--- src/rtl/scntl_to_simd_regfile_tx.sv ---
// Moves streamingOps stOp result words into consecutive SIMD regfile registers
// through a small FIFO. Defining SCNTL_TX_WORD_COUNT_EN adds the rf_word_count output.
module scntl_to_simd_regfile_tx #(
   parameter int DATA_W     = 32,
   parameter int FIFO_DEPTH = 4,
   parameter int REG_ADDR_W = 5
) (
   input  logic                  clk,
   input  logic                  reset_poweron,
   input  logic                  cfg_start,
   input  logic [REG_ADDR_W-1:0] cfg_base_addr,
   input  logic                  res_valid,
   output logic                  res_ready,
   input  logic [DATA_W-1:0]     res_data,
   input  logic                  res_last,
   output logic                  rf_wr_valid,
   input  logic                  rf_wr_ready,
   output logic [REG_ADDR_W-1:0] rf_wr_addr,
   output logic [DATA_W-1:0]     rf_wr_data,
   output logic                  rf_complete,
   output logic                  busy
`ifdef SCNTL_TX_WORD_COUNT_EN
   ,
   output logic [REG_ADDR_W:0]   rf_word_count
`endif
);

   localparam int PTR_W = (FIFO_DEPTH > 1) ? $clog2(FIFO_DEPTH) : 1;
   localparam logic [PTR_W:0]   DEPTH_C = (PTR_W+1)'(FIFO_DEPTH);
   localparam logic [PTR_W-1:0] LAST_C  = PTR_W'(FIFO_DEPTH - 1);

   localparam logic [1:0] ST_IDLE = 2'd0;
   localparam logic [1:0] ST_XFER = 2'd1;
   localparam logic [1:0] ST_DONE = 2'd2;

   logic [1:0]            state;
   logic [DATA_W-1:0]     fifo_data [FIFO_DEPTH];
   logic                  fifo_last [FIFO_DEPTH];
   logic [PTR_W-1:0]      rd_ptr;
   logic [PTR_W-1:0]      wr_ptr;
   logic [PTR_W:0]        count;
   logic                  last_seen;
   logic [REG_ADDR_W-1:0] addr_ptr;
   logic                  fifo_full;
   logic                  fifo_empty;
   logic                  push;
   logic                  pop;
   logic                  head_last;

   function automatic logic [PTR_W-1:0] ptr_inc(input logic [PTR_W-1:0] p);
      return (p == LAST_C) ? '0 : p + 1'b1;
   endfunction

   assign fifo_full   = (count == DEPTH_C);
   assign fifo_empty  = (count == '0);
   assign res_ready   = (state == ST_XFER) && !fifo_full && !last_seen;
   assign push        = res_valid && res_ready;
   assign rf_wr_valid = !fifo_empty;
   assign pop         = rf_wr_valid && rf_wr_ready;
   assign head_last   = fifo_last[rd_ptr];
   // Stale FIFO storage is never exposed: the data bus reads zero while empty.
   assign rf_wr_data  = fifo_empty ? '0 : fifo_data[rd_ptr];
   assign rf_wr_addr  = addr_ptr;
   assign rf_complete = (state == ST_DONE);
   assign busy        = (state != ST_IDLE);

   always_ff @(posedge clk) begin
      if (push) begin
         fifo_data[wr_ptr] <= res_data;
         fifo_last[wr_ptr] <= res_last;
      end
   end

   always_ff @(posedge clk or negedge reset_poweron) begin
      if (!reset_poweron) begin
         rd_ptr <= '0;
         wr_ptr <= '0;
         count  <= '0;
      end else begin
         if (push) wr_ptr <= ptr_inc(wr_ptr);
         if (pop)  rd_ptr <= ptr_inc(rd_ptr);
         case ({push, pop})
            2'b10:   count <= count + 1'b1;
            2'b01:   count <= count - 1'b1;
            default: count <= count;
         endcase
      end
   end

   // Once the last-flagged word is in, intake stays closed until the next start.
   always_ff @(posedge clk or negedge reset_poweron) begin
      if (!reset_poweron) begin
         state     <= ST_IDLE;
         last_seen <= 1'b0;
         addr_ptr  <= '0;
      end else begin
         case (state)
            ST_IDLE: begin
               if (cfg_start) begin
                  addr_ptr  <= cfg_base_addr;
                  last_seen <= 1'b0;
                  state     <= ST_XFER;
               end
            end
            ST_XFER: begin
               if (push && res_last) last_seen <= 1'b1;
               if (pop && head_last) state <= ST_DONE;
               if (pop) addr_ptr <= addr_ptr + 1'b1;
            end
            ST_DONE: begin
               state <= ST_IDLE;
            end
            default: begin
               state <= ST_IDLE;
            end
         endcase
      end
   end

`ifdef SCNTL_TX_WORD_COUNT_EN
   always_ff @(posedge clk or negedge reset_poweron) begin
      if (!reset_poweron) begin
         rf_word_count <= '0;
      end else if (state == ST_IDLE && cfg_start) begin
         rf_word_count <= '0;
      end else if (pop && rf_word_count != '1) begin
         rf_word_count <= rf_word_count + 1'b1;
      end
   end
`endif

endmodule

--- config.mk ---
export PLATFORM = sky130hd
export DESIGN_NAME = scntl_to_simd_regfile_tx
export DESIGN_NICKNAME = d
export VERILOG_FILES = /design/src/rtl/scntl_to_simd_regfile_tx.sv
export SDC_FILE = /design/constraint.sdc
export NUM_CORES = 1
export LEC_CHECK = 0
export ABC_CLOCK_PERIOD_IN_PS = 2700
export CAP_MARGIN = 20
export CELL_PAD_IN_SITES_DETAIL_PLACEMENT = 1
export CELL_PAD_IN_SITES_GLOBAL_PLACEMENT = 2
export CORE_MARGIN = 2
export CORE_UTILIZATION = 41
export CTS_CLUSTER_SIZE = 10
export DETAILED_ROUTE_END_ITERATION = 7
export GPL_ROUTABILITY_DRIVEN = 0
export PLACE_DENSITY_LB_ADDON = 0.1
export SYNTH_ARGS = -nofsm -noshare
export SYNTH_HDL_FRONTEND = slang
export SYNTH_SLANG_ARGS = --single-unit
--- constraint.sdc ---
create_clock -name clk -period 2.7 [get_ports clk]
set_clock_uncertainty 0.2 [all_clocks]
set_input_delay 0.405 -clock clk [delete_from_list [all_inputs] [get_ports clk]]
set_output_delay 0.405 -clock clk [all_outputs]
set_load 0.03 [all_outputs]
---- Yosys cells after proc, flatten, opt, wreduce, memory -nomap -nowiden ----
Memories as Yosys holds them, arrays and structs flattened.
Cells that the tools add are included.
operators by class
  reductions and logical operators ........ 17
  eq/ne operators ......................... 11
  mux-type cells .......................... 15
  add/subtract/negate cells ............... 5
operators with widths
  kind                   number
  $mux W32               1
  $mux W5                2
  $pmux W5 S2            1
  $eq A2 B2 Y1 const B   4
  $mux W2                4
  $logic_and A1 B1 Y1    6
  $pmux W3 S2            1
  $reduce_and A3 Y1      2
  $reduce_bool A2 Y1     3
  $add A5 B1 Y5 const B  1
  $add A2 B1 Y2 const B  2
  $eq A2 B1 Y1 const B   2
  $mux W1                4
  $ne A2 B1 Y1 const B   2
  $ne A2 B2 Y1 const B   2
  $pmux W2 S2            1
  $add A3 B1 Y3 const B  1
  $eq A3 B3 Y1 const B   1
  $logic_not A1 Y1       3
  $logic_not A3 Y1       1
  $sub A3 B1 Y3 const B  1
  $logic_not A2 Y1       1
  $pmux W1 S2            1
  $reduce_and A2 Y1      1
storage, ports and cells
  memories kept ........................... 2
  register bits ........................... 15
  input bits .............................. 43
  logic and storage cells ................. 56
  output and inout bits ................... 41
  memory bits (writable) .................. 132
memory list
  name       words  bits a word  rd ports  clocked after memory_dff  wr ports  RTL line  RTL
  fifo_data  4      32           1         0                         1         37        logic [DATA_W-1:0] fifo_data [FIFO_DEPTH];
  fifo_last  4      1            1         0                         1         38        logic fifo_last [FIFO_DEPTH];

---- Logic depth before layout (Yosys ltp) ----
  depth after elaboration ................. 8
  gate-level depth with buffers ........... 9
  gate-level depth less buffers ........... 9

---- Worst setup path before layout ----
OpenSTA, ideal clock, no wires.
  path kind ............................... register to register
  from .................................... reg state[1]
  to ...................................... reg count[2]
  library setup time ...................... 0.132 ns
  setup slack ............................. 0.436 ns
  arrival ................................. 1.932 ns
  path buffers ............................ 0
  cell stages (with the launch flop) ...... 10
  period minus slack after synthesis ...... 2.264 ns
  data required time ...................... 2.368 ns
  cell sequence ........................... dfrtp_1 -> nand2b_2 -> a2111oi_4 -> inv_1 -> ha_1 -> inv_1 -> fa_1 -> xor2_1 -> nor2_1 -> xor2_1
on the way
  longest elaborated chain between the ends .. 6
  elaborated cells on any way between the ends .. 8
  those cells by class .................... eq/ne: 3; mux: 1; reduce/logical: 4
ends and longest elaborated chain
  item                                                      RTL line  RTL
  start: declaration                                        36        logic [1:0] state;
  start signal: assignment                                  93        state <= ST_IDLE;
  start signal: assignment                                  102       state <= ST_XFER;
  start signal: assignment                                  107       if (pop && head_last) state <= ST_DONE;
  $eq A2 B1 Y1 *                                            56        assign res_ready = (state == ST_XFER) && !fifo_full && !last_seen;
  $logic_and A1 B1 Y1 * (2 in a row)                        56
  $logic_and A1 B1 Y1 *                                     57        assign push = res_valid && res_ready;
  $eq A2 B1 Y1 / $eq A2 B2 Y1 (equally long branches)       82        case ({push, pop})
  $pmux W3 S2 / $reduce_bool A2 Y1 (equally long branches)  n/a
  end signal: assignment                                    83        2'b10: count <= count + 1'b1;
  end signal: assignment                                    84        2'b01: count <= count - 1'b1;
  end signal: assignment                                    85        default: count <= count;
  end: declaration                                          41        logic [PTR_W:0] count;
Every way passes the cells marked *; elsewhere a longest branch is shown, timed or not.
A chain may end at the register's enable or synchronous reset.

---- Worst setup path after layout ----
  from .................................... reg rd_ptr[0]
  to ...................................... out rf_wr_data[25]
on the way
  longest elaborated chain between the ends .. 2
ends and longest elaborated chain
  item                      RTL line  RTL
  start: declaration        39        logic [PTR_W-1:0] rd_ptr;
  start signal: assignment  81        if (pop) rd_ptr <= ptr_inc(rd_ptr);
  $mem_v2 Z4 W32            n/a
  $mux W32                  62        assign rf_wr_data = fifo_empty ? '0 : fifo_data[rd_ptr];
  end: declaration          19        output logic [DATA_W-1:0] rf_wr_data,
No other way between the ends.

==> metrics.cfg <==
[timing]
worstMarginPinSlew_ns = 0.777
timing.max_slew.rel_slack_pct = 48.1
fmax_ghz = 0.383
timing.final.max_slew_violations = 0
hold_ws_ns = 0.244
finalCritPeriodShare_pct = 96.7
setup_viol_count_final = 0
hold_viol = 0
timing.setup.tns_ns = 0
final.setup.worst_slack_ns = 0.0896
final_period_minus_worst_setup_slack_ns = 2.61
rsz0062_at_grt = no

[logic_synthesis]
synthDistinctLibCells = 41
syn_area_mm2 = 0.00591
yosys-mux-area-fraction_pct = 13.1
avgSynthCellArea_um2 = 19.9
yosys.area_share.simple_pct = 6.27
synth_top_cell_area_share_pct = 67.1
ys.warnings.count = 0
synth_cells = 297
synthDominantAreaCellType = edfxtp_1
main_combinational_cell_family_by_area_after_synthesis = multiplexers
synth_async_sr_flop_share_pct = 10.2
postSynthNetCount = 348
synth_adder_area_share_pct = 1.82
synth-edff-count = 132
synthTopCellsByArea = edfxtp_1 (67%), mux4_2 (13%), dfrtp_1 (6.4%)
ys_seq_elements = 147
main_synth_ff_type = edfxtp_1
synth_seq_area_share_pct = 73.4
synth_xor_xnor_area_share_pct = 0.445
share_of_the_synthesized_area_in_compound_gates_ao_oa_aoi_oai_pct = 3.22

[critical_path]
regToRegStartpoint = state[1]$_DFFE_PN0P_
cpMaxStageDelayCell = mux4_2
timing.critical_path.required_ns = 2.10
maximum_fanout_encountered_on_the_critical_timing_path = 11
crit_chain = buf_12, mux4_2, nor2b_1, clkdlybuf4s15_1
crit_path_kind = flop to primary output
worst_setup_path_startpoint = rd_ptr[0]$_DFFE_PN0P_
cp-end-kind = primary output
cp-start-kind = flop
cp.arrival_ns = 2.01
cpPeakStageDelay_ns = 0.50

[cells_and_area]
num-fill-cells = 1293
n_antenna_cell = 0
nets = 454
multi_input_area_mm2 = 0.00148
layout-area-overhead-vs-synth_pct = 29.1
drive_above_1_share_pct = 28.8
post-route-util_pct = 54.5
register_area_mm2 = 0.00434

[power]
power_report.internal_total_mw = 5.82
p_total_mw = 8.94
power_density_mw_per_mm2 = 1170
peak_supply_drop_mv = 0.672
p_comb_share_pct = 40.3
sequentialPowerShare_pct = 35.0
swShare_pct = 34.9
total_switching_power_mw = 3.12
clockPowerShare_pct = 24.7
total_leakage_power_nw = 2.66

[clock_tree]
cts_tree = yes
cts_made_buffers = 17
cts-hold-fix-buffers = 0
clock_tree.htree_level_count = 4
path_clk_slew_ns = 0.06
clkLatencyLatePin_ns = 0.41
clock_sink_count = 147
clk_root_buffer_cell = clkbuf_16
clk_path_buf_depth = 2

[drt]
routed_wire_length_per_instance_um = 19.9
drtIter0Drc = 139
remaining_drc_errors = 0
drt_pass1_iterations = 4
totalWireLength_um = 11900
num_vias = 3110
routed_via_density = 5.22
drt.antenna.violating_nets = 0

[floorplan]
floorplan.rows = 43
effective_utilization_at_floorplan_pct = 42.2
design.die.area_mm2 = 0.0154
chipHeight_um = 124
core_area_mm2 = 0.0140
die-width_um = 124
boundary_pin_count = 84

[global_route]
wire_length_of_the_first_global_routing_pass_um = 18400
grt_use_total_pct = 16.7
grt_start_max_net_pins = 22
grt_overflow = 0
via_count_of_the_first_global_routing_pass = 3282
number_of_antenna_violations_at_the_first_check_in_global_routing = 0

[run_status]
status = completed

[placement]
dpl_worst_slack_ns = 0.220
detail_placement_hpwl_um = 7340
placement.io_buffers = 83

[min_path]
timing.hold.worst.class = input port to async pin

[run]
maxCapViolCount = 0

timing repair:
action / CTS / global route
setup endpoints to repair: 19 / 17
resized for setup: 21 / 29
buffers inserted: 0 / 0
cloned: 0 / 1
cells in the mapped netlist (all sizes together) (4+ instances only):
master	instances
inv	10
ha	7
edfxtp	132
nor2b	33
and2	5
buf	7
clkbuf	6
nor2	5
dfrtp	15
nor3	4
mux4	33
logic make-up after synthesis:
kind of cell / after synthesis
XOR/XNOR: 3
multiplexers: 36
flip-flops: 147
AO/OA/AOI/OAI: 20
AND/OR/NAND/NOR: 60
adder cells (fa/ha/maj): 8
buffers and inverters: 23
layout by cell type (no fill, tap or decap), drive strengths merged, types with 4 or more instances in the layout:
cell type and instances:
mux4 33, nor2 5, nor3 4, inv 10
clkbuf 34, nor2b 33, clkdlybuf4s15 5, buf 31
ha 7, clkdlybuf4s50 49, clkinv 8, and2 5
edfxtp 132, dfrtp 15
worst paths after layout:
path | end | slack, ns | cells past startpoint
worst max-delay path | rf_wr_data[25] | 0.09 | 4
worst min-delay path | rf_wr_addr[2]$_DFFE_PN0P_ | 0.24 | 1
worst max register to register | count[2]$_DFFE_PN0P_ | 0.38 | 9
worst min register to register | rf_wr_addr[1]$_DFFE_PN0P_ | 0.37 | 2
max in group asynchronous | rd_ptr[0]$_DFFE_PN0P_ | 1.51 | 1
min in group clk | rf_wr_addr[1]$_DFFE_PN0P_ | 0.37 | 2
registers in the layout, indices dropped and copies added (netlist names):
| signal | count |
|---|---|
| fifo_data | 128 |
| fifo_last | 4 |
| rd_ptr | 2 |
| wr_ptr | 2 |
| count | 3 |
| last_seen | 1 |
| rf_wr_addr | 5 |
| state | 2 |
critical path: cells and delay by family (launching register included):
kind,cells,cell delay (ns)
buffers and inverters,2,0.52
DFF,1,0.42
muxes,1,0.50
and+or+nand+nor,1,0.15
power by group through the flow:
stage	Clock, mW	Sequential (mW)	Combinational [mW]
2_1_floorplan	0	3.15	2.33
3_3_place_gp	0	3.14	3.73
3_5_place_dp	0	3.17	3.78
4_1_cts	2.25	3.13	3.66
5_1_grt	2.35	3.18	3.89
6_report	2.21	3.13	3.61
final cells by class:
| cell class | count | area share (%) |
|---|---|---|
| inverter | 10 | 0.492 |
| sequential | 147 | 56.9 |
| multi-input combinational | 127 | 19.3 |
| clock inverter | 11 | 1.48 |
| tap | 180 | 2.95 |
| clock buffer | 21 | 5.77 |
| timing repair buffer | 100 | 13.1 |
layer usage:
| layer | track usage (%) | part of all wire, % |
|---|---|---|
| met1 | 21.0 | 43 |
| met2 | 27.8 | 51 |
| met3 | 5.08 | 4.7 |
| met4 | 5.48 | 1.5 |
| met5 | 0 | 0 |
metrics by stage:
step	instances	area (um2)
3_5_place_dp	563	7110
6_report	596	7630
2_1_floorplan	297	5910
3_3_place_gp	563	7110
4_1_cts	595	7640
5_1_grt	596	7630
(Power assumes the default switching activity.)
